$ cat config.mk
export PLATFORM = sky130hd
export DESIGN_NAME = imem_arbiter
export DESIGN_NICKNAME = d
export VERILOG_FILES = /design/src/rtl/imem_pkg.sv /design/src/rtl/imem_arbiter.sv
export SDC_FILE = /design/constraint.sdc
export NUM_CORES = 1
export LEC_CHECK = 0
export BUFFER_PORTS_ARGS = -buffer_cell sky130_fd_sc_hd__buf_4
export CORE_AREA = 2 2 89 91
export DETAILED_ROUTE_END_ITERATION = 10
export DIE_AREA = 0 0 91 93
export GPL_TIMING_DRIVEN = 1
export PLACE_DENSITY_LB_ADDON = 0.2
export SETUP_SLACK_MARGIN = 0.05
export SLEW_MARGIN = 10
export SYNTH_ARGS = -nofsm -noshare
export SYNTH_HDL_FRONTEND = slang
export SYNTH_SLANG_ARGS = --single-unit
$ cat constraint.sdc
create_clock -name clk -period 5.53 [get_ports clk]
set_input_delay 1.106 -clock clk [delete_from_list [all_inputs] [get_ports clk]]
set_output_delay 1.106 -clock clk [all_outputs]
set_load 0.02 [all_outputs]
$ cat src/rtl/imem_pkg.sv
// Shared constants, state encoding and address checking for the instruction
// memory controller and its RAM.
package imem_pkg;

  localparam int unsigned IMEM_DEPTH = 1024;
  localparam int unsigned IMEM_AW    = $clog2(IMEM_DEPTH);

  localparam logic [31:0] NOP_INSN = 32'h0000_0013;

  typedef enum logic {
    BOOT = 1'b0,
    RUN  = 1'b1
  } imem_state_t;

  // A byte address is usable only if word aligned and inside a 2**aw word RAM.
  function automatic logic addr_ok(input logic [31:0] addr, input int unsigned aw);
    return (addr[1:0] == 2'b00) && ((addr >> (aw + 2)) == 32'd0);
  endfunction

endpackage

$ cat src/rtl/imem_arbiter.sv
// Shares the single-port instruction RAM between CPU fetch and the program
// loader: loader-only during BOOT, fetch-priority with a starvation bound in RUN.
module imem_arbiter
  import imem_pkg::*;
#(
  parameter int unsigned DEPTH      = IMEM_DEPTH,
  parameter int unsigned AW         = $clog2(DEPTH),
  parameter int unsigned STARVE_MAX = 4
) (
  input  logic          clk,
  input  logic          reset,
  input  logic          f_req,
  input  logic [31:0]   f_addr,
  output logic          f_gnt,
  output logic          f_rvalid,
  output logic [31:0]   f_rdata,
  output logic          f_err,
  input  logic          l_valid,
  input  logic [31:0]   l_addr,
  input  logic [31:0]   l_wdata,
  output logic          l_ready,
  input  logic          ld_done,
  output logic          cpu_hold,
  output logic [AW:0]   ld_count,
  output logic          ld_err,
  output logic          m_en,
  output logic          m_we,
  output logic [AW-1:0] m_addr,
  output logic [31:0]   m_wdata,
  input  logic [31:0]   m_rdata
);

  localparam int unsigned SW      = $clog2(STARVE_MAX + 1);
  localparam logic [SW-1:0] SMAX  = SW'(STARVE_MAX);
  localparam logic [AW:0]   CMAX  = (AW + 1)'(DEPTH);

  imem_state_t   state_q, state_d;
  logic [SW-1:0] starve_q, starve_d;
  logic [AW:0]   ld_count_q, ld_count_d;
  logic          ld_err_q, ld_err_d;
  logic          pend_q, pend_d;
  logic          perr_q, perr_d;

  logic f_ok, l_ok, force_ld, f_win, l_win;

  assign f_ok     = addr_ok(f_addr, AW);
  assign l_ok     = addr_ok(l_addr, AW);
  assign force_ld = (starve_q == SMAX);

  always_comb begin
    state_d    = state_q;
    starve_d   = '0;
    ld_count_d = ld_count_q;
    ld_err_d   = ld_err_q;
    f_win      = 1'b0;
    l_win      = 1'b0;
    l_ready    = 1'b0;
    f_gnt      = 1'b0;
    m_en       = 1'b0;
    m_we       = 1'b0;
    m_addr     = f_addr[AW+1:2];
    m_wdata    = l_wdata;

    if (state_q == BOOT) begin
      l_ready = 1'b1;
      l_win   = l_valid;
      if (ld_done) begin
        state_d = RUN;
      end
    end else begin
      f_win = f_req && !(l_valid && force_ld);
      l_win = l_valid && !f_win;
      l_ready = l_win;
      f_gnt   = f_win;
      if (f_win && l_valid) begin
        starve_d = starve_q + 1'b1;
      end
    end

    if (l_win) begin
      if (l_ok) begin
        m_en    = 1'b1;
        m_we    = 1'b1;
        m_addr  = l_addr[AW+1:2];
        if (ld_count_q != CMAX) begin
          ld_count_d = ld_count_q + 1'b1;
        end
      end else begin
        ld_err_d = 1'b1;
      end
    end else if (f_win && f_ok) begin
      m_en = 1'b1;
    end

    // Outputs must read as idle while reset is held, even though BOOT is active.
    if (reset) begin
      l_ready = 1'b0;
      f_gnt   = 1'b0;
      m_en    = 1'b0;
      m_we    = 1'b0;
    end
  end

  assign pend_d = f_win;
  assign perr_d = f_win && !f_ok;

  always_ff @(posedge clk or posedge reset) begin
    if (reset) begin
      state_q    <= BOOT;
      starve_q   <= '0;
      ld_count_q <= '0;
      ld_err_q   <= 1'b0;
      pend_q     <= 1'b0;
      perr_q     <= 1'b0;
    end else begin
      state_q    <= state_d;
      starve_q   <= starve_d;
      ld_count_q <= ld_count_d;
      ld_err_q   <= ld_err_d;
      pend_q     <= pend_d;
      perr_q     <= perr_d;
    end
  end

  assign cpu_hold = (state_q == BOOT);
  assign ld_count = ld_count_q;
  assign ld_err   = ld_err_q;
  assign f_rvalid = pend_q;
  assign f_err    = pend_q && perr_q;
  assign f_rdata  = !pend_q ? 32'h0 : (perr_q ? NOP_INSN : m_rdata);

endmodule

# == Word level (Yosys, flattened, before mapping) ==
# Cells that the tools add are included.
# Widths: inputs -> output; s select.
# word_totals
word_cells,49
regBits,18
output_inout_bits,93
input_bits,133
# op_classes
eq_ne,2
n_reduce_logical,18
add_sub_neg,2
bitwise_logic,2
mux,19
# ops
op,count
$logic_not 32->1,2
$mux 32,2
$mux 10,2
$mux 1,13
$add 11x1->11 const B,1
$ne 11x11->1 const B,1
$logic_and 1x1->1,9
$mux 3,2
$logic_not 2->1,2
$add 3x1->3 const B,1
$eq 3x3->1 const B,1
$logic_not 1->1,3
$reduce_and 3->1,1
$not 1->1,2
$reduce_and 2->1,1

# == Logic depth before layout (Yosys ltp) ==
# Gate-level depths: netlist of the first run.
# depth
depth_word,9
depth_mapped,7
depth_no_buf,6

# == Worst setup path after synthesis of the first run ==
# OpenSTA, ideal clock, no wires.
# synth_path
path_kind,input -> output
startpoint,input l_addr[26]
endpoint,output m_en
path_slack_ns,1.917
path_stages,5
n_path_buf,1
required_ns,4.424
arrival_ns,2.507
path_cell_list,nor4_1 nand4_2 buf_4 or2_2 a21oi_1
# synth_between
elab_chain_cells,5
# synth_rtl
item,line_no,rtl
"start, declared",imem_arbiter.sv:19,"input logic [31:0] l_addr,"
$logic_not 32->1,imem_pkg.sv:17,return (addr[1:0] == 2'b00) && ((addr >> (aw + 2)) == 32'd0);
$logic_and 1x1->1,imem_pkg.sv:17,
$mux 1,imem_arbiter.sv:81,if (l_ok) begin
$mux 1,imem_arbiter.sv:80,if (l_win) begin
$mux 1,imem_arbiter.sv:96,if (reset) begin
"end, declared",imem_arbiter.sv:26,"output logic m_en,"
# Every way passes these cells.

# == Worst setup path in the final report of the first run ==
# layout_path
startpoint,input l_addr[26]
endpoint,output m_addr[8]
# layout_between
elab_chain_cells,4
# layout_rtl
item,line_no,rtl
$logic_not 32->1,imem_pkg.sv:17,
$logic_and 1x1->1,imem_pkg.sv:17,
$mux 10,imem_arbiter.sv:81,
$mux 10,imem_arbiter.sv:80,
"end, declared",imem_arbiter.sv:28,"output logic [AW-1:0] m_addr,"
# Every way passes these cells.

==> results.txt, run 1 <==
- Initial antenna violation count: 0
- N_diodes: 0
- After the last flow step, the layout net total stands at between 400 and 500.
- 226 I/O pins were placed.
- The number of nets in the synthesized netlist is 319.
* Netlist Area Pre-Place: between 1500 and 2000 um^2
- Counting every sink on the clock net gives 18.
- After routing the design area is 2740 um^2.
- Area post-placement: 2690 um^2
- The first global-routing pass estimated between 8000 and 9000 um of wire.
- Transition time at the pin with the least slew margin: 0.903 ns
- Summed over all cells, the static leakage comes to roughly 1.4 nW.
- The longest clock path from root to sink contains 2 buffers.
* Portion of synthesized cell area occupied by the leading cell type: 28.1%
- Worst voltage drop across the vdd grid: 53.6 uV
- Layer with the highest usage: met2
- Initial core utilization: 21.3%
- For this run, the register share of the synthesized area comes to 28.1%.
- Final setup TNS: 0 ns
* Yosys warns: 0
- Of all nets on the critical path, the largest fanout is 14.
* Worst-case setup margin in the final layout: 1.33 ns
- The worst setup path is captured at an output port.
- Number of global-route vias before repair: 1686
- Cells on Worst Hold Path: 1
* Final count of pins violating max slew: 0
* Detail-routed net length per standard cell: 14.8 um
- Once layout is complete, the utilization of the core stands at 36.4%.
- Synth Instances: approximately 180
- Counting cells, the worst reg-to-reg path comes to 6.
- Of the total synthesized cell area, the portion taken by AND, OR, NAND and NOR gates is 32.7%.
- Port buffering added 161 buffers.
* Setup clock skew after layout: 0.00282 ns
- Unrepaired setup endpoints after global routing: false
- Summed over all layers, the routed wires come to 6110 um.
- For this run, global-route usage on met3 was measured as 4.67%.
* Type of the worst setup path: in2out
* Number of flops mapped to enable cells by yosys: 0
* Number of synthesized register bits: 18
- Portion of netlist area occupied by mux cells: roughly 7.7%
* Worst skew pair latency: 0.26 ns
* Post-detailed-route via-to-cell ratio: roughly 4.3
- The first routing iteration left 36 violations.
* Post-CTS Repair Setup Buffers: 0
- Biggest area contributors in the synthesized netlist: sky130_fd_sc_hd__dfrtp_1 (28%), sky130_fd_sc_hd__buf_4 (15%), sky130_fd_sc_hd__and2_1 (12%)
- Adder and majority gate portion of the synthesized area: 3.12%
- The number of placed instances, taps included, is 409.
- The layout has about 800 filler cells.
- The worst pin sits at a relative slew slack of between 30% and 40%.
- CTS built an H-tree with a depth of 1.
* Floorplan Core Area: ~7500 um^2
- Buffers inserted during clock tree synthesis total 3.
* Dpl hpwl: 5330 um
* Reg clk slew, reported paths: 0.07 ns
- The floorplan has 32 rows.
- Syn avg cell area: 8.82 um^2
- Met1 GRT Util: 15.2%
* Final period util: roughly 76%
- Routability-driven placement congestion ratio: 0.757
- Met2 Usage GRT: 22.8%
* Power per standard cell area: 134 nW/um^2
- Based on the critical path, the design can be clocked at up to around 240 MHz.
* TritonCTS clock tree: built
- The count of nets left with antenna violations once routing finished came out at 0.
- Crit path DAT: 3.09 ns
* Max-cap violation count: 0
- The tree is rooted in a sky130_fd_sc_hd__clkbuf_8.
- The synthesized netlist devotes 5.46% of its cell area to XOR and XNOR gates.
- Worst Path Required: 4.42 ns
- OpenSTA, run right after detailed placement, puts the worst setup slack at 1.31 ns.
- The first detailed-routing pass ran for 4 iterations.
- The clock period could shrink to roughly 4.2 ns.
- Hold Crit Class: reg2reg
* Setup-failing EPs final: 0
- Result of the run: finished clean
- Die area: 8460 um^2
- Summing internal, switching and leakage power gives 0.368 mW.
* Die width: 91 um
- The floorplan step set the die height to 93 um.
- For this run, asynchronously set or reset flops after synthesis account for 100%.
- Count leader, synth: sky130_fd_sc_hd__buf_4
- Compound-cell area share of the yosys netlist: 5.07%
- Critical path launch point type: input pin
* Final count of hold timing violations: 0
- Largest net degree at the start of global routing: 30
* Most frequent cells after synthesis: sky130_fd_sc_hd__buf_4 (33), sky130_fd_sc_hd__and2_1 (32), sky130_fd_sc_hd__dfrtp_1 (18), sky130_fd_sc_hd__nor4_1 (13), sky130_fd_sc_hd__mux2_2 (11)
* Total via count in the routed design: 1779
* Library cell occupying the most area in the post-synthesis netlist: sky130_fd_sc_hd__dfrtp_1
* Hold slack: 0.466 ns
- Of the cells placed in the final design, the portion with a size suffix greater than 1 is around 60%.
- Number of remaining DRC errors: 0
- Global routing finished with a remaining overflow of 0.
* CTS-repair resized insts: 0
* Final instance count without filler cells: about 410
- Unique masters post-synth: 34
- The area growth from synthesis to layout is 70.7%.
* Hold-fix buffers at CTS: 0
- Global routing used 13.0% of the available tracks.
- The most used flip-flop cell after synthesis is sky130_fd_sc_hd__dfrtp_1.
- Combinational family with the most area after synthesis: simple AND/OR/NAND/NOR gates
[registers in the layout, summed over array words and instances, names as in the netlist]
| name | cells |
|---|---|
| ld_count | 11 |
| starve_q | 3 |
| f_rvalid | 1 |
| ld_err | 1 |
| perr_q | 1 |
| state_q | 1 |
[cell families after synthesis]
kind of cell	after synthesis
adders and majority gates	4
muxes	11
buffers and inverters	43
and+or+nand+nor	84
xor gates and xnor gates	10
AOI/OAI and AO/OA	12
DFF	18
[cell type report]
type / instances / area [um^2] / share of cell area (%)
multi-input combinational: 121 / 868 / 31.7
clock buffer: 4 / 55.1 / 2.01
timing repair buffer: 162 / 1220 / 44.4
sequential: 18 / 450 / 16.4
inverter: 6 / 22.5 / 0.822
tap: 102 / 128 / 4.66
[worst paths after layout]
check	startpoint	endpoint	slack, ns
max	l_addr[26]	m_addr[8]	1.33
min	starve_q[0]	starve_q[0]	0.47
max reg2reg	starve_q[0]	ld_count[10]	3.48
min reg2reg	starve_q[0]	starve_q[0]	0.47
max in group asynchronous	reset	ld_count[5]	4.06
min in group asynchronous	reset	starve_q[1]	1.00
[cell usage in the layout (no fill, tap or decap), drive strengths merged, types with 4 or more instances in the layout]
master  instances
nor2            6
nor4           15
dfrtp          18
clkbuf          4
nand3           5
xor2            8
and2           32
buf           162
nand2           6
ha              4
inv             6
nor3            5
mux2           11
[power by group]
group / leakage [nW] / internal (mW) / switching [mW] / total, mW
clock network: 0.0288 / 0.0634 / 0.0476 / 0.111
registers: 0.230 / 0.133 / 0.00192 / 0.135
logic: 1.17 / 0.0734 / 0.0484 / 0.122
[layer usage]
metal | share of wire, % | vias to the layer above | routed length (um)
li1 | - | 857 | -
met1 | 37 | 776 | 2240
met2 | 50 | 142 | 3070
met3 | 12 | 4 | 760
met4 | 0.75 | 0 | 46
met5 | 0 | - | 0
[worst max-delay path, cell delays in order]
cell and delay (ns):
sky130_fd_sc_hd__buf_4 0.11, sky130_fd_sc_hd__nor4_1 0.32, sky130_fd_sc_hd__nand4_2 0.43, sky130_fd_sc_hd__nor3_4 0.57, sky130_fd_sc_hd__mux2_2 0.39, sky130_fd_sc_hd__buf_4 0.16
No activity file was read; power rests on OpenSTA's default activity.
==> inputs of run 2 (changes only) <==
clock period = 4.1 ns   (was 5.53 ns; I/O delays follow)
==> run 2 against run 1 <==
Effect of this change: global-route usage is 0.11 points lower; clock power is 9.9% higher; register-to-register slack worse by 1.2 ns; critical path depth stayed put; sequential share of layout area is 0.052 points lower; clock-buffer cell count is 1 lower; setup slack worse by 0.55 ns; final area is 0.32% higher; critical endpoint is now m_addr[2].
==> results.txt, run 2 (synthesized netlist as in run 1, its figures left out) <==
* Result of the run: finished clean
* Max-cap violation count: 0 (unchanged)
- The wire length after detailed routing came to 6070 um (-0.74%).
- The signal on the critical path passes through buf_4 > nor4_1 > nand4_2 > nor3_4 > mux2_2 > buf_4.
- Post-route cell area: 2750 um^2 (+0.32%)
- Unrepaired setup endpoints after global routing: false
* Reg clk slew, reported paths: 0.07 ns (about the same)
- Core Rows: 32 (unchanged)
* Sinks on the clock net: 18 (unchanged)
- Final period util: between 80% and 90%
* Gr usage total: 12.9% (-0.11 points)
- The final hold violation count was 0 (unchanged).
- The critical path is of the in2out type.
- Time the worst path needs with I/O delays and setup: approximately 3.3 ns
- The maximum number of pins on one net before global-route repair came to 30 (unchanged).
* Final count of pins violating max slew: 0 (unchanged)
- Floorplan Core Area: 7530 um^2 (unchanged)
* Setup-failing EPs final: 0 (unchanged)
- The total number of H-tree levels is 1 (unchanged).
* Initial antenna violation count: 0 (unchanged)
- Post-CTS Repair Setup Buffers: 0 (unchanged)
- Stage delay of the slowest cell on the critical path: 0.48 ns (-0.09 ns)
- Hold-fix buffers at CTS: 0 (unchanged)
- The initial detailed-routing violation count is 27 (-25%).
* Slowest cell on the critical path: sky130_fd_sc_hd__nor3_4
- I/O pin cnt: 226 (unchanged)
* TritonCTS clock tree: built
- 1st-pass router iterations: 4 (unchanged)
* Number of remaining DRC errors: 0 (unchanged)
- Area post-placement: 2710 um^2 (+0.84%)
- Dpl hpwl: 5350 um (+0.32%)
* Power per standard cell area: 171 nW/um^2 (+27%)
- In this run the worst hold path is classified as reg2reg.
* Total grt overflow: 0 (unchanged)
- Post-detailed-route via-to-cell ratio: 4.30 (-0.15%)
* Transition time at the pin with the least slew margin: 0.569 ns (-0.333 ns)
- The clock latency on the worst-skew pair came to 0.25 ns (about the same).
- The number of routed nets with antenna violations came to 0 (unchanged).
* Crit path max fanout: 10 (-4)
- The global-route wire length before repair came to 8560 um (-2.4%).
* PortBufs: 161 (unchanged)
- Initial core utilization: 21.3% (unchanged)
- Worst voltage drop across the vdd grid: 86.2 uV (+61%)
- The via count of the first global-routing pass came to 1678 (-0.47%).
- Routability-driven placement congestion ratio: 0.769 (+1.6%)
- Detail-routed net length per standard cell: 14.6 um (-1.2%)
- Counting stages on the worst path, the most repeated cell is sky130_fd_sc_hd__buf_4.
- The number of gates given a new drive strength after cts was 0 (unchanged).
* Slew headroom: 61.7% (+22 points)
* Category of the worst setup path capture point: output port
- Max frequency: 301 MHz
- The vertical die dimension is 93 um (unchanged).
- Critical path launch point type: input pin
- N_diodes: 0 (unchanged)
- The final net count was 452 (+0.67%).
* Clock buffer count from CTS: 3 (unchanged)
- Setup clock skew after layout: 0.00128 ns (-0.00154 ns)
- Crit path DAT: 2.50 ns (-0.59 ns)
- Number of flip-flops under the largest register name: 11 (unchanged)
- Hold slack: 0.461 ns (-0.00440 ns)
* CTS Buffer Depth: 2 (unchanged)
* Library cell used as clock root buffer: sky130_fd_sc_hd__clkbuf_8
- Leaving out fill and tap cells, the most frequent cell in the layout is sky130_fd_sc_hd__buf_4.
- The via total after detailed routing came to 1785 (+0.34%).
* Highest-count cells in the layout ignoring fill and taps: sky130_fd_sc_hd__buf_4 (165), sky130_fd_sc_hd__and2_1 (32), sky130_fd_sc_hd__dfrtp_1 (18)
- The leakage power figure was 1.44 nW (+0.41%).
- Share of layout cells above drive strength 1: 59.1% (+0.26 points)
- The data required time of the critical path is 3.28 ns (-1.14 ns).
* Syn-to-layout area delta: 71.2%
- Final setup TNS: 0 ns (unchanged)
* Die width: 91 um (unchanged)
- The die outline area is 8460 um^2 (unchanged).
-- run 2: changes by cell type in the layout (fill, tap and decap cells not counted), sizes merged --
| cell | change |
|---|---|
| clkbuf | -1 |
| buf | +3 |
-- run 2: routing by layer --
metal	GRT usage [%]	part of all wire, %
met1	14.7	35
met2	22.8	51
met3	4.75	13
met4	3.41	0.76
met5	0	0
-- run 2: per-stage QoR --
stage / setup WS (ns) / std cells / utilization, % / power, mW
CTS: 0.747 / 415 / 36.5 / 0.477
global route: 0.664 / 415 / 36.5 / 0.495
floorplan: 1.06 / 182 / - / 0.286
detailed placement: 0.748 / 412 / 36.0 / 0.353
finish: 0.781 / 415 / 36.5 / 0.469
global placement: 0.791 / 412 / 36.0 / 0.352
-- run 2: worst max-delay path, delay by kind of cell --
kind | cells | cell delay, ns
simple gates | 3 | 1.02
mux | 1 | 0.39
buf+inv | 2 | 0.27
-- run 2: path summary, 6_finish.rpt --
path	to	startpoint	cells past startpoint	slack (ns)
setup reg to reg	ld_count[1]	starve_q[0]	6	2.25
setup / recovery	m_addr[2]	l_addr[1]	6	0.78
max in group asynchronous	ld_count[6]	reset	3	3.29
min in group asynchronous	f_rvalid	reset	3	0.60
hold / removal	starve_q[0]	starve_q[0]	1	0.46
hold reg to reg	starve_q[0]	starve_q[0]	1	0.46
-- run 2: where the power goes --
group	internal [mW]	leakage, nW	total, mW	switching, mW
combinational	0.0997	1.19	0.165	0.0652
clock	0.0652	0.0216	0.122	0.0569
sequential	0.180	0.230	0.182	0.00253
-- run 2: area by class of cell --
type / count / area (um^2)
inverter: 6 / 22.5
clock buffer: 3 / 41.3
sequential: 18 / 450
fill: 807 / 4780
tap: 102 / 128
multi-input combinational: 121 / 868
timing repair buffer: 165 / 1240
==> inputs of run 3 (changes only) <==
clock period = 3.3 ns   (was 4.1 ns; I/O delays follow)
==> run 3 against run 2 <==
Effect of this change: clock power increased by 25%; sequential cell count stayed put; critical path depth unchanged; via count is 1.3% higher; total power increased by 25%; routed wire length up 1.3%; combinational power up 26%; critical endpoint unchanged.
==> results.txt, run 3 (synthesized netlist as in run 1, its figures left out) <==
- Power spent charging and discharging nets: 0.158 mW (+27%)
* Kind of cell adding the most delay to the critical path: simple AND/OR/NAND/NOR gates
- The number of diodes is 0 (unchanged).
* Worst setup slack before clock tree synthesis: 0.303 ns (-0.445 ns)
* Leakage power figure: 1.45 nW (+0.69%)
* Stage delay of the slowest cell on the critical path: 0.40 ns (-0.08 ns)
- Largest net degree at the start of global routing: 17 (-43%)
- Number of remaining DRC errors: 0 (unchanged)
- The layout cell share with drive strength beyond 1 is 59.4% (+0.26 points).
- The data required time of the critical path is 2.64 ns (-0.64 ns).
* Max frequency: 336 MHz
* 1st-pass router iterations: 4 (unchanged)
- The power share of the combinational group was 35.4% (+0.3 points).
- In this run the clock root is driven by a sky130_fd_sc_hd__clkbuf_8.
- Initial core utilization: 21.3% (unchanged)
- The horizontal extent of the die is 91 um (unchanged).
- Switching share of power: 26.9% (+0.30 points)
- Dividing the final minimum period by the clock period gives around nine tenths.
- The boundary pin count was 226 (unchanged).
- CTS H-tree lvls: 1 (unchanged)
* Worst skew pair latency: 0.25 ns (about the same)
- The number of routed nets with antenna violations came to 0 (unchanged).
- The total global-route track usage came to 13.2% (+0.26 points).
- Critical path launch point type: input pin
- Crit path max fanout: 10 (unchanged)
- The vertical die dimension came to 93 um (unchanged).
* FF-to-FF End: ld_count[1]
* Category of the worst setup path capture point: output port
- The worst-case reg-to-reg path depth was 6 (unchanged).
- Sinks on the clock net: 18 (unchanged)
* Core Rows: 32 (unchanged)
* Type of the worst setup path: in2out
* Die area: 8460 um^2 (unchanged)
- Crit path DAT: 2.31 ns (-0.19 ns)
* Detail-routed net length per standard cell: 14.7 um (+0.82%)
- The number of antenna violations at the first check in global routing is 0 (unchanged).
- The flow ran to the end, and the final reports show no timing, DRC or antenna violations.
- The via count of the first global-routing pass was 1781 (+6.1%).
* Wire length of the first global-routing pass: 8870 um (+3.6%)
- The flip-flop count of the largest register after layout is 11 (unchanged).
- Max-cap violation count: 0 (unchanged)
- The power consumption came to 0.587 mW (+25%).
- Clock share of power: 26.1% (about the same)
- In the layout the commonest cells are sky130_fd_sc_hd__buf_4 (167), sky130_fd_sc_hd__and2_1 (32), sky130_fd_sc_hd__dfrtp_1 (18).
* Clock buffer count from CTS: 3 (unchanged)
* Final count of pins violating max slew: 0 (unchanged)
- Slew headroom: 59.9% (-1.7 points)
* Reg clk slew, reported paths: 0.07 ns (about the same)
* Total grt overflow: 0 (unchanged)
- Final #Nets: 454 (+0.44%)
- Final count of hold timing violations: 0 (unchanged)
* Filler Cells Inserted: 799 (-0.99%)
- The number of hold buffers added after CTS is 0 (unchanged).
* Most frequent cell on the critical path: sky130_fd_sc_hd__buf_4
- The setup slack of the worst register-to-register path came to 1.41 ns (-0.84 ns).
- Worst voltage drop across the vdd grid: 93.9 uV (+8.9%)
- Power per standard cell area: 212 nW/um^2 (+25%)
* Most common cell after layout, fill and taps aside: sky130_fd_sc_hd__buf_4
- Post-detailed-route via-to-cell ratio: 4.34 (+0.80%)
- The number of buffer cells added on primary ports was 161 (unchanged).
- Area post-placement: 2720 um^2 (+0.55%)
- Flip-flop and latch area: 450 um^2 (unchanged)
- Multi-input logic area: 868 um^2 (unchanged)
* Sequential cell fraction of total power: 38.5% (-0.3 points)
- The post-detailed-placement half-perimeter wirelength is 5480 um (+2.5%).
- On the critical path, the stage with the largest delay is an instance of sky130_fd_sc_hd__nor3_4.
* Unrepaired setup endpoints after global routing: false
- CTS-repair resized insts: 0 (unchanged)
- The buffer levels on the longest clock path came to 2 (unchanged).
- The signal on the critical path passes through buf_4 > nor4_1 > nand2_1 > nor3_4 > mux2_2 > buf_4.
- The total negative setup slack came to 0 ns (unchanged).
- In this run the worst hold path is classified as in2async.
- After layout, the minimum clock period comes to 2.97 ns.
- The placeable core region came to 7530 um^2 (unchanged).
- Post-route cell area: 2760 um^2 (+0.55%)
- Transition time at the pin with the least slew margin: 0.595 ns (+0.0257 ns)
- The initial detailed-routing violation count is 21 (-22%).
- The worst clock skew came to 0.00537 ns (+0.00409 ns).
- The count of buffers added by post-CTS timing repair for setup was 0 (unchanged).
- The cell internal power dissipation is 0.430 mW (+25%).
- Worst reg2reg startpoint: starve_q[0]
- The number of buffer and inverter stages on the critical path was 2 (unchanged).
- Final wirelength: 6150 um (+1.3%)
- Compared with the post-synthesis result, the final layout area differs by 72.2%.
* Setup-failing EPs final: 0 (unchanged)
- The setup slack of the critical path after layout came to 0.328 ns (-0.454 ns).
- The routability-driven placement congestion ratio is 0.736 (-4.3%).
* TritonCTS clock tree: built
* Total via count in the routed design: 1808 (+1.3%)
==> run 3: changes by cell type in the layout (fill, tap and decap cells not counted) <==
| cell | delta |
|---|---|
| sky130_fd_sc_hd__buf_4 | +2 |
==> run 3: layout make-up <==
class | instances | share of cell area, %
Sequential cell | 18 | 16.3
Clock buffer | 3 | 1.49
Timing Repair Buffer | 167 | 45.4
Multi-Input combinational cell | 121 | 31.4
Tap cell | 102 | 4.62
Inverter | 6 | 0.815
==> run 3: how the worst max path moves through the flow <==
stage,depth (start not counted),end,from
4_1_cts,6,m_addr[2],l_addr[14]
5_1_grt,6,m_addr[8],l_addr[26]
6_report,6,m_addr[2],l_addr[14]
3_5_place_dp,6,m_addr[2],l_addr[26]
2_1_floorplan,5,m_en,l_addr[26]
3_3_place_gp,6,m_addr[8],l_addr[12]
==> run 3: power by group through the flow <==
stage	Sequential, mW	Combinational, mW	Clock, mW
4_1_cts	0.226	0.210	0.158
3_5_place_dp	0.231	0.210	0
5_1_grt	0.226	0.223	0.167
3_3_place_gp	0.231	0.208	0
2_1_floorplan	0.230	0.125	0
6_report	0.226	0.208	0.153
==> run 3: metal layers <==
metal / wire length [um] / part of all wire [%] / global-route usage, %
met5: 0 / 0 / 0
met4: 25 / 0.41 / 2.65
met3: 762 / 12 / 4.75
met2: 3230 / 53 / 24.3
met1: 2130 / 35 / 14.6
==> run 3: through the flow <==
step / instances / hold slack, ns / utilization (%)
floorplan: 182 / 0.429 / -
global placement: 414 / 0.456 / 36.2
detailed placement: 414 / 0.456 / 36.2
CTS: 417 / 0.306 / 36.7
global route: 417 / 0.320 / 36.7
finish: 417 / 0.305 / 36.7
